<file path="src/rtl/pwm_multi_pkg.sv">
// Shared constants and helpers for the multi-channel PWM/PDM DAC stage.
// Imported by the channel slice and the top level.
package pwm_multi_pkg;

  localparam logic MODE_PWM = 1'b0;
  localparam logic MODE_PDM = 1'b1;

  function automatic int unsigned midscale(input int unsigned w);
    return 32'd1 << (w - 1);
  endfunction

endpackage

</file>
<file path="src/rtl/pwm_ch.sv">
// One DAC channel: offset conversion, double-buffered duty,
// PDM accumulator and the registered 1-bit output.
module pwm_ch
  import pwm_multi_pkg::*;
#(
  parameter int W = 10
) (
  input  logic         clk_in,
  input  logic         rstn,
  input  logic         i_en,
  input  logic         i_mode,
  input  logic         i_mode_chg,
  input  logic         i_load,
  input  logic         i_valid,
  input  logic [W-1:0] i_cnt,
  input  logic [W-1:0] i_data,
  output logic         o_out
);

  localparam logic [W-1:0] MID = W'(midscale(W));

  logic [W-1:0] r_shadow;
  logic [W-1:0] r_active;
  logic [W-1:0] r_acc;
  logic         r_out;

  logic [W-1:0] w_u;
  logic [W-1:0] w_src;
  logic [W:0]   w_sum;

  assign w_u   = {~i_data[W-1], i_data[W-2:0]};
  assign w_src = i_valid ? w_u : r_shadow;
  assign w_sum = {1'b0, r_acc} + {1'b0, r_active};

  always_ff @(posedge clk_in) begin
    if (!rstn) begin
      r_shadow <= MID;
      r_active <= MID;
      r_acc    <= '0;
      r_out    <= 1'b0;
    end else begin
      if (i_valid) r_shadow <= w_u;
      // a sample arriving in a load cycle bypasses the shadow
      if (i_mode == MODE_PDM || i_load) r_active <= w_src;
      if (!i_en || i_mode_chg || i_mode == MODE_PWM)
        r_acc <= '0;
      else
        r_acc <= w_sum[W-1:0];
      if (i_mode == MODE_PDM)
        r_out <= i_en & w_sum[W];
      else
        r_out <= i_en & (i_cnt < r_active);
    end
  end

  assign o_out = r_out;

endmodule

</file>
<file path="src/rtl/pwm_multi.sv">
// Multi-channel PWM / sigma-delta DAC output stage with shared
// period counter, sample-request strobe and sticky overrun flag.
module pwm_multi
  import pwm_multi_pkg::*;
#(
  parameter int DATA_IN_WIDTH = 10,
  parameter int NUM_CH        = 2
) (
  input  logic                            clk_in,
  input  logic                            rstn,
  input  logic                            pwm_en,
  input  logic                            mode,
  input  logic                            data_valid,
  input  logic [NUM_CH*DATA_IN_WIDTH-1:0] data_in,
  input  logic                            clr_ovr,
  output logic [NUM_CH-1:0]               pwm_out,
  output logic                            period_start,
  output logic                            overrun
);

  localparam int W = DATA_IN_WIDTH;
  localparam logic [W-1:0] CNT_MAX = '1;

  logic [W-1:0] r_cnt;
  logic         r_pending;
  logic         r_overrun;
  logic         r_mode;

  logic w_mode_chg;
  logic w_load;
  logic w_ovr_set;

  assign w_mode_chg = (mode != r_mode);
  assign w_load     = (mode == MODE_PWM) && (r_cnt == CNT_MAX);
  assign w_ovr_set  = data_valid & r_pending & ~w_load
                    & (mode == MODE_PWM);

  always_ff @(posedge clk_in) begin
    if (!rstn) begin
      r_cnt     <= '0;
      r_pending <= 1'b0;
      r_overrun <= 1'b0;
      r_mode    <= MODE_PWM;
    end else begin
      r_cnt  <= r_cnt + W'(1);
      r_mode <= mode;
      if (mode == MODE_PDM || w_mode_chg || w_load)
        r_pending <= 1'b0;
      else if (data_valid)
        r_pending <= 1'b1;
      // set has priority over clear
      if (w_ovr_set)
        r_overrun <= 1'b1;
      else if (clr_ovr)
        r_overrun <= 1'b0;
    end
  end

  for (genvar c = 0; c < NUM_CH; c++) begin : g_ch
    pwm_ch #(.W(W)) u_ch (
      .clk_in     (clk_in),
      .rstn       (rstn),
      .i_en       (pwm_en),
      .i_mode     (mode),
      .i_mode_chg (w_mode_chg),
      .i_load     (w_load),
      .i_valid    (data_valid),
      .i_cnt      (r_cnt),
      .i_data     (data_in[c*W +: W]),
      .o_out      (pwm_out[c])
    );
  end

  assign period_start = (r_cnt == '0) && (mode == MODE_PWM);
  assign overrun      = r_overrun;

endmodule
</file>
<file path="config.mk">
export PLATFORM = sky130hd
export DESIGN_NAME = pwm_multi
export DESIGN_NICKNAME = d
export VERILOG_FILES = /design/src/rtl/pwm_multi_pkg.sv /design/src/rtl/pwm_ch.sv /design/src/rtl/pwm_multi.sv
export SDC_FILE = /design/constraint.sdc
export NUM_CORES = 1
export LEC_CHECK = 0
export CAP_MARGIN = 10
export CORE_MARGIN = 2
export CORE_UTILIZATION = 59
export DETAILED_ROUTE_END_ITERATION = 7
export PLACE_DENSITY_LB_ADDON = 0.2
export SETUP_SLACK_MARGIN = 0.05
export SLEW_MARGIN = 40
export SYNTH_ARGS = -nofsm -noshare
export SYNTH_HDL_FRONTEND = slang
export SYNTH_HIERARCHICAL = 1
export SYNTH_SLANG_ARGS = --single-unit
</file>
<file path="constraint.sdc">
create_clock -name clk_in -period 2.6 [get_ports clk_in]
set_input_delay 0.26 -clock clk_in [delete_from_list [all_inputs] [get_ports clk_in]]
set_output_delay 0.26 -clock clk_in [all_outputs]
set_load 0.1 [all_outputs]
</file>
==> impl_results.md <==
* Setup Skew at ~0.0095 ns
* Startpoint Class: register
* CTS tree: yes
* Arr. time, crit path at approximately 2.4 ns
* Commonest non-fill, non-tap cell in the layout: dfxtp_1
* CTS Buffer Depth at 2
* CP max stage delay at about 0.45 ns
* Status: complete, no violations
* CTS buffer count at 9
* Register bit total from synthesis at 75
* PostCTS Resize Cnt at 0
* Buf+Inv Stages, Crit Path at 1
* Clock transition at path regs at approximately 0.08 ns
* Clock Power Share at 0.369
* Critical Path Sink Type: register
* First-pass GRT wire length at around 15 mm
* Initial drt markers at roughly 180
* Max-slew headroom at 0.7047
* GRT Overall Usage at 0.2422
* Die Ht at about 89 µm
* Row Count at 30
* Setup TNS at 0 ns
* CP Max Fanout at 10
* Slew Limit Fails at 0
* WL/cell at ~15 µm
* Crit share post-route at 0.8156
* Post-synth ARST share at 0
* WP data required at about 2.8 ns
* Post-CTS Setup Bufs at 0
* Layout Nets at 560
* Worst skew pair latency at 0.35 ns
* RSZ-0062 raised after global routing: false
* Final hold vios at 0
* Vias in the first global route at ~3200
* Crit path max-delay cell type: dfxtp_1
* DRT Pass-1 Iters at 4
* Crit path cell chain: ha_1 -> nand4_1 -> nor4_2 -> or2_1 -> buf_4 -> nand2_1 -> o211a_1
* Worst Tran Pin Value at 0.4430 ns
* Core ar. at about 6900 µm²
* CTS Hold Bufs at 0
* Pint at between 1.5 and 2 mW
* Clock sink count at between 70 and 80
* Dominant cell type by area after synthesis: dfxtp_1
* Hold Crit Class: in2reg
* Die area at approximately 8000 µm²
* Setup Crit Path Kind: reg2reg
* CTS root buf: clkbuf_8
* Total grt overflow at 0
* Power Total at 2.529 mW
* Net Count, Synth at ~530
* Avg Cell Area, Syn at approximately 9.2 µm²
* Pleak at 2.187 nW
* Area contributors post-synth: dfxtp_1 36%, ha_1 12%, mux2i_1 6.4%, o211a_1 4.3%, nor2b_1 4.0%
* Seq/Total Area, Yosys at 0.3556
* DRT Wirelength at between 8 and 9 mm
* Die W at between 80 and 90 µm
* Reg2reg setup slack at 0.48 ns
* Fmax at ~0.47 GHz
* Sw Ratio at 0.2715
* Number of flops mapped to enable cells by yosys at 0
* Post-DRT Antenna Nets at 0
* Final HPWL DP at 6.404 mm
* Vias per inst at roughly 5.7
* Share of cells above drive strength 1 at 0.08266
* YS warnings at 6
* Port bufs at 29
* Netlist Area Pre-Place at 4223 µm²
* Area growth, synth to finish at 14.04%
* Gpl congestion at roughly 0.86
* I/O pins at 30
* Post-synth cell types at 50
* Power share of the combinational group at 0.141
* Max-cap violations at 0
* Cell class contributing the biggest share of worst-path delay: simple AND/OR/NAND/NOR gates
* Sequential share of power at 0.490
* Net Sw Power at a little under 0.7 mW
* Antenna diode count at 0
* Initial antenna violation count at 0
* # DRC at 0
* Starting Density at 0.6148
* Pwr dens at 525.2 nW/µm²
* Detailed-route via count at between 3000 and 4000
* Share of the synthesized area in the top cell type at 0.3556
* Worst vdd ir at around 280 µV
* Commonest register cell after synthesis: dfxtp_1
* Minimum clock period at roughly 2.1 ns
* Largest net degree at the start of global routing at 55
* Commonest cells after routing, fill and taps aside: 75 x dfxtp_1, 41 x nand2_1, 41 x ha_1
* Setup Viol. Count Final at 0
* CTS H-tree depth at 3
* Gate Count Post-Synth at 460
==> synthesized netlist by cell type, types with 2 or more instances <==
| library cell | n |
|---|---|
| a21oi_1 | 14 |
| a211oi_2 | 4 |
| xnor2_1 | 4 |
| o21bai_1 | 4 |
| nor2b_1 | 27 |
| o2bb2ai_1 | 2 |
| nor3_1 | 2 |
| inv_1 | 27 |
| a21boi_1 | 3 |
| and4b_1 | 2 |
| nand4_1 | 3 |
| o21ai_1 | 10 |
| nor2_1 | 25 |
| nand2_1 | 41 |
| buf_2 | 10 |
| or3_1 | 3 |
| o21ai_0 | 21 |
| mux2i_1 | 27 |
| and2_1 | 9 |
| o211ai_1 | 3 |
| nand4b_2 | 2 |
| nand3b_1 | 3 |
| nor3b_1 | 16 |
| nand2b_1 | 6 |
| mux2_2 | 2 |
| a211o_1 | 2 |
| a2111oi_2 | 2 |
| nand3_1 | 9 |
| o22ai_1 | 2 |
| clkbuf_1 | 5 |
| o2111ai_1 | 2 |
| a21o_1 | 4 |
| fa_1 | 2 |
| o211a_1 | 18 |
| nor4_1 | 5 |
| dfxtp_1 | 75 |
| a221oi_1 | 2 |
| a2111oi_0 | 2 |
| a21boi_0 | 3 |
| a211oi_1 | 4 |
| ha_1 | 41 |
| or2_1 | 2 |
| a31oi_1 | 2 |
| a21o_2 | 2 |
==> flip-flops by register name (all words and copies together) (netlist names) <==
signal	cells
r_cnt	10
g_ch.u_ch/r_acc	20
overrun	1
g_ch.u_ch/r_shadow	20
r_pending	1
g_ch.u_ch/o_out	2
r_mode	1
g_ch.u_ch/r_active	20
==> worst reg2reg max path, cell delays in order (launching register included) <==
cell,delay (ns)
dfxtp_1,0.45
ha_1,0.25
nand4_1,0.21
nor4_2,0.34
or2_1,0.35
buf_4,0.23
nand2_1,0.06
o211a_1,0.13
==> through the flow <==
step / hold WS (ns) / util / setup WS [ns] / instance area (µm²) / cells
6_report: 0.3218 / 0.7011 / 0.4795 / 4816 / 592
5_1_grt: 0.3182 / 0.7011 / 0.1809 / 4816 / 592
4_1_cts: 0.3047 / 0.7011 / 0.4903 / 4816 / 592
3_5_place_dp: 0.4548 / 0.6707 / 0.4272 / 4607 / 576
3_3_place_gp: 0.4561 / 0.6707 / 0.4592 / 4607 / 576
2_1_floorplan: 0.3817 / - / 0.7578 / 4223 / 460
==> cell type report <==
type	instances	area [µm²]
Tap cell	96	120.1
Inverter	27	101.3
Sequential cell	75	1501
Multi-Input combinational cell	343	2551
Clock buffer	10	137.6
Timing Repair Buffer	35	332.8
Clock inverter	6	71.32
Fill cell	542	2053
==> per-layer routing <==
metal | vias up | track usage | share of wire
li1 | 1720 | - | -
met1 | 1590 | 0.3467 | 0.49
met2 | 87 | 0.3664 | 0.44
met3 | 6 | 0.05877 | 0.058
met4 | 0 | 0.06612 | 0.0070
met5 | - | 0 | 0
==> power groups by stage <==
stage	registers [mW]	clock network, mW	logic [mW]
after floorplan	1.26	0	0.232
after global placement	1.26	0	0.341
after detailed placement	1.27	0	0.352
after CTS	1.24	0.950	0.356
after global routing	1.25	1.01	0.398
final	1.24	0.934	0.357
==> logic make-up (layout without fill, tap and decap cells) <==
family	count (synthesis)	after routing	synth area share
AO/OA/AOI/OAI	107	107	0.1849
AND/OR/NAND/NOR	159	159	0.2086
flip-flops	75	75	0.3556
multiplexers	29	29	0.06933
adder cells (fa/ha/maj)	43	43	0.1310
buffers and inverters	42	78	0.04030
XOR/XNOR	5	5	0.01037
==> final timing paths <==
path,start,end,cells after the start
max,r_cnt[1],g_ch[0].u_ch/r_active[5],7
min,rstn,g_ch[0].u_ch/o_out,3
max reg2reg,r_cnt[1],g_ch[0].u_ch/r_active[5],7
min reg2reg,g_ch[0].u_ch/r_shadow[9],g_ch[0].u_ch/r_shadow[9],2
(Power assumes the default switching activity.)
